`src/rtl/aes_key_sched_ctrl.sv`:
```
// AES-256 key schedule sequencer.
// Accepts a 256-bit key over valid/ready. It steps an external combinational
// expansion datapath seven times, and captures the 15 round keys into a local
// register file. It also serves those round keys through a 1-cycle registered
// read port.
// Ports:
//   clk_i, reset_n_i        clock, async active-low reset
//   key_i/key_v_i/key_ready_o   key load handshake
//   step_key_o/step_r_o     key and step index presented to the datapath
//   step_result_i           datapath next-key result (same cycle)
//   rk_v_i/rk_idx_i         round-key read request
//   rk_o/rk_v_o/rk_err_o    round-key read response (1-cycle latency)
//   busy_o/done_o           expansion in progress / all round keys valid pulse
//   zeroize_i               synchronous wipe of all key material
module aes_key_sched_ctrl #(
  parameter int unsigned num_rounds_p = 14,
  parameter int unsigned steps_p      = 7
) (
  input  logic         clk_i,
  input  logic         reset_n_i,
  input  logic [255:0] key_i,
  input  logic         key_v_i,
  output logic         key_ready_o,
  output logic [255:0] step_key_o,
  output logic [3:0]   step_r_o,
  input  logic [255:0] step_result_i,
  input  logic         rk_v_i,
  input  logic [3:0]   rk_idx_i,
  output logic [127:0] rk_o,
  output logic         rk_v_o,
  output logic         rk_err_o,
  output logic         busy_o,
  output logic         done_o,
  input  logic         zeroize_i
);

  localparam int unsigned KEY_W  = 256;
  localparam int unsigned RK_W   = 128;
  localparam int unsigned NUM_RK = num_rounds_p + 1;
  localparam int unsigned STEP_W = 4;
  localparam int unsigned WR_W   = STEP_W + 1;

  typedef enum logic [1:0] {
    IDLE   = 2'd0,
    EXPAND = 2'd1,
    READY  = 2'd2
  } state_t;

  state_t              state_q, state_d;
  logic [STEP_W-1:0]   s_q, s_d;
  logic [KEY_W-1:0]    work_q, work_d;
  logic                done_d;
  logic                key_acc;
  logic                step_wr;
  logic [RK_W-1:0]     rk_q [NUM_RK];
  logic [WR_W-1:0]     wr_lo_idx;
  logic [WR_W-1:0]     wr_hi_idx;
  logic                idx_oob;

  // Step s writes entries 2s and 2s+1; on the last step 2s+1 falls past the
  // end of the file, so the upper half is simply never matched.
  assign wr_lo_idx = {s_q, 1'b0};
  assign wr_hi_idx = {s_q, 1'b1};
  assign idx_oob   = (rk_idx_i > STEP_W'(num_rounds_p));

  assign step_key_o = work_q;
  assign step_r_o   = s_q;

  // Next-state, step counter and working-key logic.
  always_comb begin
    state_d = state_q;
    s_d     = s_q;
    work_d  = work_q;
    done_d  = 1'b0;
    key_acc = 1'b0;
    step_wr = 1'b0;
    if (zeroize_i) begin
      state_d = IDLE;
      s_d     = '0;
      work_d  = '0;
    end else begin
      case (state_q)
        IDLE, READY: begin
          if (key_v_i) begin
            key_acc = 1'b1;
            state_d = EXPAND;
            s_d     = STEP_W'(1);
            work_d  = key_i;
          end
        end
        EXPAND: begin
          step_wr = 1'b1;
          work_d  = step_result_i;
          if (s_q == STEP_W'(steps_p)) begin
            state_d = READY;
            s_d     = '0;
            done_d  = 1'b1;
          end else begin
            s_d = s_q + STEP_W'(1);
          end
        end
        default: state_d = IDLE;
      endcase
    end
  end

  // State register and handshake/status outputs.
  always_ff @(posedge clk_i or negedge reset_n_i) begin
    if (!reset_n_i) begin
      state_q     <= IDLE;
      s_q         <= '0;
      work_q      <= '0;
      done_o      <= 1'b0;
      busy_o      <= 1'b0;
      key_ready_o <= 1'b1;
    end else begin
      state_q     <= state_d;
      s_q         <= s_d;
      work_q      <= work_d;
      done_o      <= done_d;
      busy_o      <= (state_d == EXPAND);
      key_ready_o <= (state_d != EXPAND);
    end
  end

  // Round-key register file.
  always_ff @(posedge clk_i or negedge reset_n_i) begin
    if (!reset_n_i) begin
      for (int i = 0; i < int'(NUM_RK); i++) rk_q[i] <= '0;
    end else begin
      for (int i = 0; i < int'(NUM_RK); i++) begin
        if (zeroize_i) begin
          rk_q[i] <= '0;
        end else if (key_acc) begin
          if (i == 0)      rk_q[i] <= key_i[RK_W-1:0];
          else if (i == 1) rk_q[i] <= key_i[KEY_W-1:RK_W];
        end else if (step_wr) begin
          if (wr_lo_idx == WR_W'(i))      rk_q[i] <= step_result_i[RK_W-1:0];
          else if (wr_hi_idx == WR_W'(i)) rk_q[i] <= step_result_i[KEY_W-1:RK_W];
        end
      end
    end
  end

  // Read port: reads the pre-edge contents, so a same-cycle write returns old data.
  always_ff @(posedge clk_i or negedge reset_n_i) begin
    if (!reset_n_i) begin
      rk_v_o   <= 1'b0;
      rk_err_o <= 1'b0;
      rk_o     <= '0;
    end else begin
      rk_v_o   <= rk_v_i;
      rk_err_o <= rk_v_i & idx_oob;
      if (rk_v_i && !idx_oob && !zeroize_i && (state_q != IDLE))
        rk_o <= rk_q[rk_idx_i];
      else
        rk_o <= '0;
    end
  end

endmodule

```
`config.mk`:
```
export PLATFORM = sky130hd
export DESIGN_NAME = aes_key_sched_ctrl
export DESIGN_NICKNAME = d
export VERILOG_FILES = /design/src/rtl/aes_key_sched_ctrl.sv
export SDC_FILE = /design/constraint.sdc
export NUM_CORES = 2
export LEC_CHECK = 0
export BUFFER_PORTS_ARGS = -buffer_cell sky130_fd_sc_hd__clkbuf_2
export CAP_MARGIN = 15
export CORE_MARGIN = 2
export CORE_UTILIZATION = 55
export DETAILED_ROUTE_END_ITERATION = 10
export PLACE_DENSITY_LB_ADDON = 0.1
export SYNTH_ARGS = -nofsm -noshare
export SYNTH_HDL_FRONTEND = slang
export SYNTH_SLANG_ARGS = --single-unit
export TNS_END_PERCENT = 100
```
`constraint.sdc`:
```
create_clock -name clk_i -period 4.7 [get_ports clk_i]
set_input_delay 0.705 -clock clk_i [delete_from_list [all_inputs] [get_ports clk_i]]
set_output_delay 0.705 -clock clk_i [all_outputs]
set_load 0.1 [all_outputs]
```
==> flow_metrics.tcl <==
set metrics [dict create \
    worstPathMaxFanout 63 \
    syn_inst 11800 \
    synth-xor-area-share 0.0000804 \
    ys_top_cells_by_area "dfrtp_1 53%, nand2_1 14%, a21oi_1 9.0%" \
    dp_hpwl_mm 229 \
    synthAdderAreaFrac 0.000460 \
    post-route-min-period_ns 3.09 \
    rr_startpoint "step_r_o[2]" \
    outcome "complete, no violations" \
    p_comb_frac 0.125 \
    vias 93300 \
    drc 0 \
    power_mw 45.8 \
    die_area_mm2 0.202 \
    synth_ff_type "dfrtp_1" \
    p_int_mw 32.6 \
    wire_per_inst_um 26.1 \
    slew_headroom 0.202 \
    clk_pin_slew_ns 0.06 \
    dp_slack_ns 1.50 \
    top_level_ports 914 \
    period_share 0.657 \
    leakage_nw 51.9 \
    ys_seq_area_frac 0.532 \
    grt_max_degree 225 \
    area_growth_pct 12.3 \
    die_x_um 449 \
    hp-start "key_i[13]" \
    worst-setup-path-type "flop to flop" \
    endpoint_kind "flop" \
    syn_area_mm2 0.109 \
    synth-edff-count 0 \
    fmax_mhz 324 \
    globalRoute.totalOverflow 0 \
    antenna_found_initial 33 \
    synthArstFlopShare 1.00 \
    muxShareOfSynthArea 0.0906 \
    crit_buf_inv 1 \
    syn_avg_cell_area_um2 9.24 \
    ctsResizeCount 0 \
    worstMarginPinSlew_ns 1.20 \
    num-fill-cells 16600 \
    p_per_area_mw_per_mm2 375 \
    worstHoldEndpoint "step_key_o[13]" \
    ys_warn_count 0 \
    io_buffers 913 \
    numCtsBuffers 238 \
    crit_slowest_cell "and2_4" \
    synth_compound_area_frac 0.158 \
    core_mm2 0.197 \
    synthesis.nets 12300 \
    fin_skew_ns 0.0355 \
    gp_congestion 0.870 \
    crit_path_max_incr_delay_ns 0.88 \
    start_util 0.553 \
    power_frac_seq 0.455 \
    required_ns 5.48 \
    grt_util_all_layers 0.376 \
    finalWorstSetupSlack_ns 1.61 \
    cp_top_family "simple AND/OR/NAND/NOR gates" \
    crit_chain "nor4b_4, and2_4, buf_12, nand2_1, a311oi_1" \
    final_nets 12400 \
    start_kind "flop" \
    p_switching_mw 13.2 \
    synth_top_family_by_area "simple AND/OR/NAND/NOR gates" \
    p_sw_frac 0.287 \
    clk_latency_ns 0.92 \
    cts_setup_buffers 0 \
    antenna_left 0 \
    holdBufCountCts 2 \
    ctsRootBufferMaster "clkbuf_16" \
    finalMaxSlewViolations 0 \
    netlist.area_leader.share 0.532 \
    timing.rr.end "rk_q[1709]" \
    grt_pass1_vias 92600 \
    cts_tree "built" \
    h-tree-depth 4 \
    seq_area_mm2 0.0579 \
    arrival_ns 3.87 \
    synth.largest_area_cell "dfrtp_1" \
    synth-simple-area-share 0.166 \
    drive_gt1_frac 0.160 \
    dieHeight_um 449 \
    rsz0062_at_grt "false" \
    clock_path_buffers 3 \
    maxCapViolCount 0 \
    rrSetupSlack_ns 1.61 \
    drtIter0Drc 11200 \
    multi_input_area_mm2 0.0453 \
    num_rows 163 \
    finalWirelength_mm 385 \
    finalHoldViolCount 0 \
    routed_via_density 6.33 \
    ys_types 46 \
    setup_viol 0 \
    ir_drop_uv 415 \
    clock_power_share 0.420 \
    drt_pre_antenna_iters 8 \
    rr_worst_depth 5 \
    grt_first_pass_wirelength_mm 582 \
    clock-sinks 2315 \
    hold_class "input port to flop" \
    ys_ff_latch 2315 \
    holdPathStages 3 \
    setup_tns_ns 0 \
]
[power by group through the flow]
stage               clock (mW)  combinational (mW)  sequential (mW)
finish                    19.2                5.72             20.8
floorplan                    0                2.30             22.4
global route              20.2                6.02             20.8
global placement             0                5.59             21.1
detailed placement           0                5.67             21.2
CTS                       19.4                5.68             20.8
[layout make-up]
type	instances	share of cell area
antenna	22	0.000450
clock buffer	372	0.0580
clock inverter	74	0.00679
inverter	5	0.000174
multi-input combinational	8171	0.371
sequential	2315	0.474
tap	2640	0.0270
timing repair buffer	1140	0.0627
[kinds of logic (layout without fill, tap and decap cells)]
kind of cell             Yosys count  in the layout
XOR/XNOR                           1              1
adder cells (fa/ha/maj)            4              4
flip-flops                      2315           2315
multiplexers                     586            586
other                              0             22
AO/OA/AOI/OAI                   2922           2922
AND/OR/NAND/NOR                 4658           4658
buffers and inverters           1291           1591
[flip-flops by register name (all words and copies together) (netlist names), 2 cells and up]
signal	cells
rk_q	1920
step_key_o	256
rk_o	128
step_r_o	4
state_q	2
[worst max-delay path by stage]
stage	slack [ns]	cells after the start	startpoint	end
floorplan	2.19	8	step_r_o[0]	rk_q[118]
global placement	1.49	6	zeroize_i	rk_o[60]
detailed placement	1.50	6	zeroize_i	rk_o[73]
CTS	1.65	5	step_r_o[2]	rk_q[1915]
global route	1.50	5	step_r_o[2]	rk_q[1914]
finish	1.61	5	step_r_o[2]	rk_q[1709]
[cell usage after synthesis (72+ instances only)]
| cell | number |
|---|---|
| nor2b_1 | 77 |
| dfrtp_1 | 2314 |
| mux4_2 | 312 |
| buf_2 | 323 |
| nor2_1 | 350 |
| a311oi_1 | 283 |
| mux2_2 | 72 |
| a22oi_1 | 286 |
| clkbuf_1 | 785 |
| buf_4 | 139 |
| a221o_1 | 72 |
| nand2_1 | 4130 |
| o21ai_0 | 165 |
| mux2i_1 | 202 |
| a21oi_1 | 1967 |
[worst reg2reg max path, cell delays in order (launching register included)]
cell and delay [ns]:
dfrtp_1 0.56, nor4b_4 0.63, and2_4 0.89, buf_12 0.43, nand2_1 0.18, a311oi_1 0.27
[metrics by stage]
stage | cells | hold WS [ns] | utilization | cell area (µm²)
6_report | 14700 | 0.0499 | 0.620 | 122000
5_1_grt | 14700 | 0.0512 | 0.620 | 122000
4_1_cts | 14700 | 0.00374 | 0.620 | 122000
3_5_place_dp | 14300 | 0.509 | 0.580 | 114000
3_3_place_gp | 14300 | 0.503 | 0.580 | 114000
2_1_floorplan | 11800 | 0.409 | - | 109000
[layer usage]
metal / vias up / share of wire / track usage
li1: 40100 / - / -
met5: - / 0.00025 / 0
met3: 978 / 0.087 / 0.0696
met1: 47300 / 0.39 / 0.498
met4: 16 / 0.060 / 0.210
met2: 4852 / 0.47 / 0.588
[cell usage in the layout, fill, tap and decap left out, drive strengths merged, types with 2 or more instances in the layout]
cell type / netlist / routed
mux2: 72 / 72
a211oi: 55 / 55
ha: 4 / 4
nand3: 5 / 5
a21oi: 1967 / 1967
mux2i: 202 / 202
diode: 0 / 22
and2: 6 / 6
a221o: 72 / 72
dlygate4sd3: 0 / 2
inv: 5 / 12
or2: 2 / 2
nor2b: 77 / 77
o21ai: 183 / 183
clkinvlp: 0 / 2
nor3b: 71 / 71
mux4: 312 / 312
nor2: 350 / 350
dfrtp: 2314 / 2314
o22a: 71 / 71
nor4b: 2 / 2
nand4: 2 / 2
buf: 500 / 230
a311oi: 283 / 283
a22oi: 286 / 286
clkinv: 0 / 55
nand2b: 5 / 5
nand2: 4130 / 4130
clkbuf: 786 / 1280
bufinv: 0 / 10
nor3: 2 / 2
Power figures use the tool's default switching activity.
